[config.mk]
export PLATFORM = sky130hd
export DESIGN_NAME = dnn_result_readout_flat
export DESIGN_NICKNAME = d
export VERILOG_FILES = /design/src/rtl/dnn_result_readout_if.sv /design/src/rtl/dnn_result_readout.sv /design/src/flat_wrapper.sv
export SDC_FILE = /design/constraint.sdc
export NUM_CORES = 1
export LEC_CHECK = 0
export ABC_AREA = 0
export CELL_PAD_IN_SITES_DETAIL_PLACEMENT = 1
export CELL_PAD_IN_SITES_GLOBAL_PLACEMENT = 1
export CORE_MARGIN = 2
export CORE_UTILIZATION = 40
export CTS_CLUSTER_SIZE = 10
export DETAILED_ROUTE_END_ITERATION = 7
export PLACE_DENSITY_LB_ADDON = 0.1
export SETUP_SLACK_MARGIN = 0.02
export SYNTH_ARGS = -nofsm -noshare
export SYNTH_HDL_FRONTEND = slang
export SYNTH_SLANG_ARGS = --single-unit
[constraint.sdc]
create_clock -name clk -period 6.9 [get_ports clk]
set_clock_uncertainty 0.1 [all_clocks]
set_input_delay 1.38 -clock clk [delete_from_list [all_inputs] [get_ports clk]]
set_output_delay 1.38 -clock clk [all_outputs]
set_load 0.01 [all_outputs]
[src/rtl/dnn_result_readout_if.sv]
// Bus between the inference-core wrapper and dnn_result_readout: capture strobe,
// flattened scores, readout index and the readout/argmax result fields.
interface dnn_result_readout_if #(
   parameter int DATA_WIDTH  = 11,
   parameter int NUM_CLASSES = 10,
   parameter int IDX_WIDTH   = 4
);
   logic                              clear;
   logic                              core_done;
   logic [NUM_CLASSES*DATA_WIDTH-1:0] core_out;
   logic [IDX_WIDTH-1:0]              out_idx;
   logic signed [DATA_WIDTH-1:0]      out;
   logic                              idx_err;
   logic                              busy;
   logic                              pred_valid;
   logic [IDX_WIDTH-1:0]              pred_class;
   logic signed [DATA_WIDTH-1:0]      pred_score;
   logic signed [DATA_WIDTH:0]        pred_margin;

   modport master (
      output clear, core_done, core_out, out_idx,
      input  out, idx_err, busy, pred_valid, pred_class, pred_score, pred_margin
   );

   modport slave (
      input  clear, core_done, core_out, out_idx,
      output out, idx_err, busy, pred_valid, pred_class, pred_score, pred_margin
   );
endinterface

[src/rtl/dnn_result_readout.sv]
// Snapshots class scores on core_done, runs a one-class-per-cycle signed argmax and
// serves a registered indexed readout. DNN_READOUT_MARGIN_EN adds best/second-best margin.
module dnn_result_readout #(
   parameter int DATA_WIDTH  = 11,
   parameter int NUM_CLASSES = 10,
   parameter int IDX_WIDTH   = 4
) (
   input  logic                 clk,
   input  logic                 rst,
   dnn_result_readout_if.slave  bus
);
   typedef enum logic [1:0] {IDLE, SCAN, DONE} state_t;

   localparam logic [IDX_WIDTH-1:0] LAST_IDX = IDX_WIDTH'(NUM_CLASSES - 1);
   localparam logic [IDX_WIDTH-1:0] ONE_IDX  = IDX_WIDTH'(1);

   state_t                                 state_q, state_d;
   logic [NUM_CLASSES-1:0][DATA_WIDTH-1:0] snap_q, snap_d;
   logic signed [DATA_WIDTH-1:0]           best_q, best_d;
   logic [IDX_WIDTH-1:0]                   best_idx_q, best_idx_d;
   logic [IDX_WIDTH-1:0]                   scan_idx_q, scan_idx_d;
   logic signed [DATA_WIDTH-1:0]           out_q, out_d;
   logic                                   idx_err_q, idx_err_d;
   logic signed [DATA_WIDTH-1:0]           cand;

   always_ff @(posedge clk or posedge rst) begin
      if (rst) state_q <= IDLE;
      else     state_q <= state_d;
   end

   // clear beats core_done; core_done restarts the scan from any state
   always_comb begin
      state_d = state_q;
      if (bus.clear)                              state_d = IDLE;
      else if (bus.core_done)                     state_d = SCAN;
      else if (state_q == SCAN && scan_idx_q == LAST_IDX) state_d = DONE;
   end

   always_comb begin
      bus.busy       = (state_q == SCAN);
      bus.pred_valid = (state_q == DONE);
   end

   always_comb begin
      cand = '0;
      for (int k = 0; k < NUM_CLASSES; k++)
         if (scan_idx_q == IDX_WIDTH'(k)) cand = snap_q[k];
   end

   // Readout samples the current snapshot, so an index presented with core_done sees old data
   always_comb begin
      out_d     = '0;
      idx_err_d = ({1'b0, bus.out_idx} >= (IDX_WIDTH + 1)'(NUM_CLASSES));
      for (int k = 0; k < NUM_CLASSES; k++)
         if (bus.out_idx == IDX_WIDTH'(k)) out_d = snap_q[k];
   end

   always_comb begin
      snap_d     = snap_q;
      best_d     = best_q;
      best_idx_d = best_idx_q;
      scan_idx_d = scan_idx_q;
      if (bus.clear) begin
         snap_d     = '0;
         best_d     = '0;
         best_idx_d = '0;
         scan_idx_d = '0;
      end else if (bus.core_done) begin
         snap_d     = bus.core_out;
         best_d     = bus.core_out[DATA_WIDTH-1:0];
         best_idx_d = '0;
         scan_idx_d = ONE_IDX;
      end else if (state_q == SCAN) begin
         if (cand > best_q) begin
            best_d     = cand;
            best_idx_d = scan_idx_q;
         end
         scan_idx_d = scan_idx_q + ONE_IDX;
      end
   end

   always_ff @(posedge clk or posedge rst) begin
      if (rst) begin
         snap_q     <= '0;
         best_q     <= '0;
         best_idx_q <= '0;
         scan_idx_q <= '0;
         out_q      <= '0;
         idx_err_q  <= 1'b0;
      end else begin
         snap_q     <= snap_d;
         best_q     <= best_d;
         best_idx_q <= best_idx_d;
         scan_idx_q <= scan_idx_d;
         out_q      <= out_d;
         idx_err_q  <= idx_err_d;
      end
   end

   assign bus.out        = out_q;
   assign bus.idx_err    = idx_err_q;
   assign bus.pred_class = best_idx_q;
   assign bus.pred_score = best_q;

`ifdef DNN_READOUT_MARGIN_EN
   localparam logic signed [DATA_WIDTH-1:0] MOST_NEG = {1'b1, {(DATA_WIDTH-1){1'b0}}};

   logic signed [DATA_WIDTH-1:0] sec_q, sec_d;

   always_comb begin
      sec_d = sec_q;
      if (bus.clear)              sec_d = '0;
      else if (bus.core_done)     sec_d = MOST_NEG;
      else if (state_q == SCAN) begin
         if (cand > best_q)       sec_d = best_q;
         else if (cand > sec_q)   sec_d = cand;
      end
   end

   always_ff @(posedge clk or posedge rst) begin
      if (rst) sec_q <= '0;
      else     sec_q <= sec_d;
   end

   // One extra bit of headroom: max - min of DATA_WIDTH signed values always fits
   assign bus.pred_margin = {best_q[DATA_WIDTH-1], best_q} - {sec_q[DATA_WIDTH-1], sec_q};
`else
   assign bus.pred_margin = '0;
`endif
endmodule

[src/flat_wrapper.sv]
// flat-port wrapper written by rule: the top's interface ports become plain ports
module dnn_result_readout_flat 
#(
   parameter int DATA_WIDTH  = 11,
   parameter int NUM_CLASSES = 10,
   parameter int IDX_WIDTH   = 4
)
  (clk, rst, bus_clear, bus_core_done, bus_core_out, bus_out_idx, bus_out, bus_idx_err, bus_busy, bus_pred_valid, bus_pred_class, bus_pred_score, bus_pred_margin);
  dnn_result_readout_if #(.DATA_WIDTH(DATA_WIDTH), .NUM_CLASSES(NUM_CLASSES), .IDX_WIDTH(IDX_WIDTH)) bus_i ();
  input  logic clk;
  input  logic rst;
  input wire logic [$bits(bus_i.clear)-1:0] bus_clear;
  input wire logic [$bits(bus_i.core_done)-1:0] bus_core_done;
  input wire logic [$bits(bus_i.core_out)-1:0] bus_core_out;
  input wire logic [$bits(bus_i.out_idx)-1:0] bus_out_idx;
  output wire logic [$bits(bus_i.out)-1:0] bus_out;
  output wire logic [$bits(bus_i.idx_err)-1:0] bus_idx_err;
  output wire logic [$bits(bus_i.busy)-1:0] bus_busy;
  output wire logic [$bits(bus_i.pred_valid)-1:0] bus_pred_valid;
  output wire logic [$bits(bus_i.pred_class)-1:0] bus_pred_class;
  output wire logic [$bits(bus_i.pred_score)-1:0] bus_pred_score;
  output wire logic [$bits(bus_i.pred_margin)-1:0] bus_pred_margin;
  assign bus_i.clear = bus_clear;
  assign bus_i.core_done = bus_core_done;
  assign bus_i.core_out = bus_core_out;
  assign bus_i.out_idx = bus_out_idx;
  assign bus_out = bus_i.out;
  assign bus_idx_err = bus_i.idx_err;
  assign bus_busy = bus_i.busy;
  assign bus_pred_valid = bus_i.pred_valid;
  assign bus_pred_class = bus_i.pred_class;
  assign bus_pred_score = bus_i.pred_score;
  assign bus_pred_margin = bus_i.pred_margin;
  dnn_result_readout #(.DATA_WIDTH(DATA_WIDTH), .NUM_CLASSES(NUM_CLASSES), .IDX_WIDTH(IDX_WIDTH)) u_core (.clk(clk), .rst(rst), .bus(bus_i));
endmodule
==> summary.txt <==
Outcome
  – Status: completed

Place
  – Dpl cell area: 9770 µm²
  – # placed instances: 1227
  – GP Congestion: roughly 0.93
  – Post-DP HPWL: roughly 20000 µm
  – Count of buffers from port buffering: 146

Clock network
  – Clock transition at the registers of the reported paths: 0.06 ns
  – TritonCTS Buffers: 17
  – Clock Latency Late Sink: 0.43 ns
  – Post-CTS Hold Buffers: 0
  – Sink Count: 143
  – Max clock buf depth: 2
  – H-tree Lvls: 4
  – CTS tree: built
  – Post-CTS setup buffers: 0
  – Root Buffer: clkbuf_16
  – Gates resized, CTS repair: 0

Floorplan
  – Die Ht: 148 µm
  – # IOs: approximately 160
  – Die width: around 150 µm
  – Core area: around 20000 µm²
  – Initial Utilization: approximately 41%
  – Die area: 21800 µm²
  – # rows: 52

Worst setup path
  – Buffers plus inverters on the worst setup path: 2
  – Worst endpoint required time: around 7 ns
  – Critical path startpoint category: flop
  – Critical path type: reg2reg
  – Critical-path maximum fanout: 29
  – RR Startpoint: u_core.scan_idx_q[0]
  – CP Cell Sequence: inv_1 -> ha_1 -> buf_4 -> nor2b_1 -> and2_1 -> a221oi_1 -> o21ai_1 -> ha_1 -> and4_1 -> nand4_1 -> o221ai_1 -> a41oi_2 -> or3b_1 -> o221ai_1
  – Slowest cell on crit path: a41oi_2
  – Top cell family by delay on the critical path: simple AND/OR/NAND/NOR gates
  – R2r endpoint: u_core.bus.pred_score[0]
  – CP max stage delay: 0.99 ns
  – Worst Reg-to-Reg Cells: 14
  – Critical Path AT: about 5.3 ns
  – Setup crit end kind: flop
  – R2r setup slk: 1.86 ns

Finish
  – Layout cell share with drive strength beyond 1: ~6.1%
  – Post-Layout Cell Count: 1258
  – Antenna cells: 0
  – Layout Nets: 1109
  – Area growth, synth to finish: 25.1%
  – Post-layout instance area: 10300 µm²

Run
  – Max-Cap Viols: 0

Yosys
  – Top post-synthesis cells by area: dfrtp_1 43%, mux2i_1 15%, nor2_1 5.9%
  – Yosys reg bits: 143
  – Post-Syn Area: 8260 µm²
  – Yosys warning total: 0
  – Distinct cells, synth: 58
  – Post-Synthesis Cells: 874
  – Register area share after synthesis: between 40% and 50%
  – Leading area contributor after synthesis: dfrtp_1
  – Ys flop type: dfrtp_1
  – Post-synth EDFFs: 0
  – Area share of the largest cell type after synthesis: 43.3%
  – Synth Area per Inst: about 9.5 µm²
  – Ys async rst share: 100%

Power
  – Power density over the cells: 216 nW/µm²
  – Worst VDD drop: 0.150 mV
  – Leakage: roughly 4.6 nW

Worst hold path
  – Worst min path class: reg2reg
  – HP Start: u_core.state_q[1]
  – WHS Endpoint: u_core.state_q[1]
  – Hold Crit Depth: 2

Global routing
  – Largest net degree at the start of global routing: 82
  – Initial antenna violation count: 0
  – First-pass GRT wire length: 43600 µm
  – GR Util All Layers: 26.1%
  – Total grt overflow: 0
  – Vias in the first global route: 7286

Timing
  – Pins over their slew limit: 0
  – RSZ-0062 raised after global routing: no
  – Tmin final: approximately 5 ns
  – Final setup violation count: 0
  – Period utilisation layout: between 70% and 80%
  – Total negative setup slack: 0 ns
  – Worst slew margin: 21.0%
  – Endpoints failing hold: 0
  – Measured slew at the worst slew-check pin: 1.18 ns
  – Fmax: 199 MHz

Drt
  – Final ANT Viol Nets: 0
  – First-pass DRT Iterations: 5
  – WL/cell: 22.1 µm
  – DR iter-0 viols: around 540
  – Drt total wl: approximately 28000 µm
  – DR vias/cell: 5.71
  – Routed vias: a little over 7000
  – DR DRC count: 0
[sequential cells by signal (all words and copies together) (netlist names)]
signal                 cells
u_core.snap_q            110
u_core.bus.out            11
u_core.bus.pred_score     11
u_core.bus.pred_class      4
u_core.scan_idx_q          4
u_core.state_q             2
u_core.bus.idx_err         1
[logic make-up after synthesis]
logic type	after synthesis	share of synthesized area, %
compound gates	188	15.4
xor+xnor	3	0.318
fa+ha+maj	15	2.27
buf+inv	116	6.37
flops	143	43.3
mux	131	16.7
other cells	1	0.0454
simple gates	277	15.6
[cells in the final DEF (no fill, tap or decap), types with 4 or more instances in the layout]
master	Yosys	routed
conb_1	1	12
dfrtp_1	143	143
buf_4	14	11
ha_1	15	15
o21ai_1	9	9
o2bb2ai_1	7	7
nand3_1	7	7
nand2b_1	13	13
a211oi_1	12	12
a22oi_1	10	10
nand4b_1	4	4
a22o_1	6	6
nand3b_1	4	4
nor2_1	129	129
a31oi_1	10	10
inv_1	32	31
a222oi_1	4	4
or4_1	10	10
a21oi_1	47	47
a221oi_1	17	17
clkdlybuf4s50_1	0	143
mux2i_1	124	124
clkbuf_16	0	17
nand2_1	66	66
mux4_2	5	5
and3_1	9	9
nor2b_1	15	15
clkinv_2	0	4
o21ai_0	36	36
o221ai_1	16	16
[layer usage]
metal  routed length (µm)  part of all wire, %  GRT usage [%]  vias up
li1                     -                    -              -     3303
met3                 1630                  5.8           4.88       31
met5                    0                    0              0        -
met4                  551                  2.0           7.45        0
met1                13000                   47           37.8     3585
met2                12700                   45           40.0      262
[how the worst max path moves through the flow]
stage	start	endpoint	slack, ns	cells after the start
global placement	u_core.scan_idx_q[0]	u_core.bus.pred_score[0]	2.12	14
floorplan	rst	u_core.bus.idx_err	1.58	1
CTS	u_core.scan_idx_q[0]	u_core.bus.pred_score[0]	1.89	14
detailed placement	u_core.scan_idx_q[1]	u_core.bus.pred_score[0]	1.96	14
finish	u_core.scan_idx_q[0]	u_core.bus.pred_score[0]	1.86	14
global route	u_core.scan_idx_q[1]	u_core.bus.pred_score[0]	1.54	14
[per-stage QoR]
stage	power [W]	hold slack [ns]	worst slack, ns	utilization [%]
final	0.00224	0.441	1.86	51.1
after global routing	0.00232	0.453	1.54	51.1
after CTS	0.00225	0.443	1.89	51.1
after detailed placement	0.00134	0.428	1.96	48.3
after global placement	0.00133	0.411	2.12	48.3
after floorplan	0.00116	0.386	1.58	-
[synthesized netlist by cell type (12+ instances only)]
cell type and number:
ha_1 15, clkbuf_1 40, buf_2 25, buf_4 14
mux2i_1 124, a221oi_1 17, o221ai_1 16, nand2b_1 13
o21ai_0 36, a211oi_1 12, inv_1 32, nand2_1 66
nor2_1 129, nor2b_1 15, a21oi_1 47, dfrtp_1 143
[layout make-up]
cell class              count  area (µm²)
flip-flops and latches    143        3580
repair buffers            156        1530
multi-input cells         626        4200
clock inverters            13         139
fillers                  2245        9890
inverters                  32         125
well taps                 270         338
clock buffers              18         429
[tightest hold or removal path, stage by stage (launching register included)]
cell,delay (ns)
dfrtp_1,0.38
a21oi_1,0.05
nor2_1,0.07
[power by group]
group	switching [W]	internal [W]	total [W]
registers	0.0000553	0.000886	0.000941
clock network	0.000381	0.000531	0.000912
logic	0.000203	0.000180	0.000383
total	0.000639	0.00160	0.00224
No activity file was read; power rests on OpenSTA's default activity.
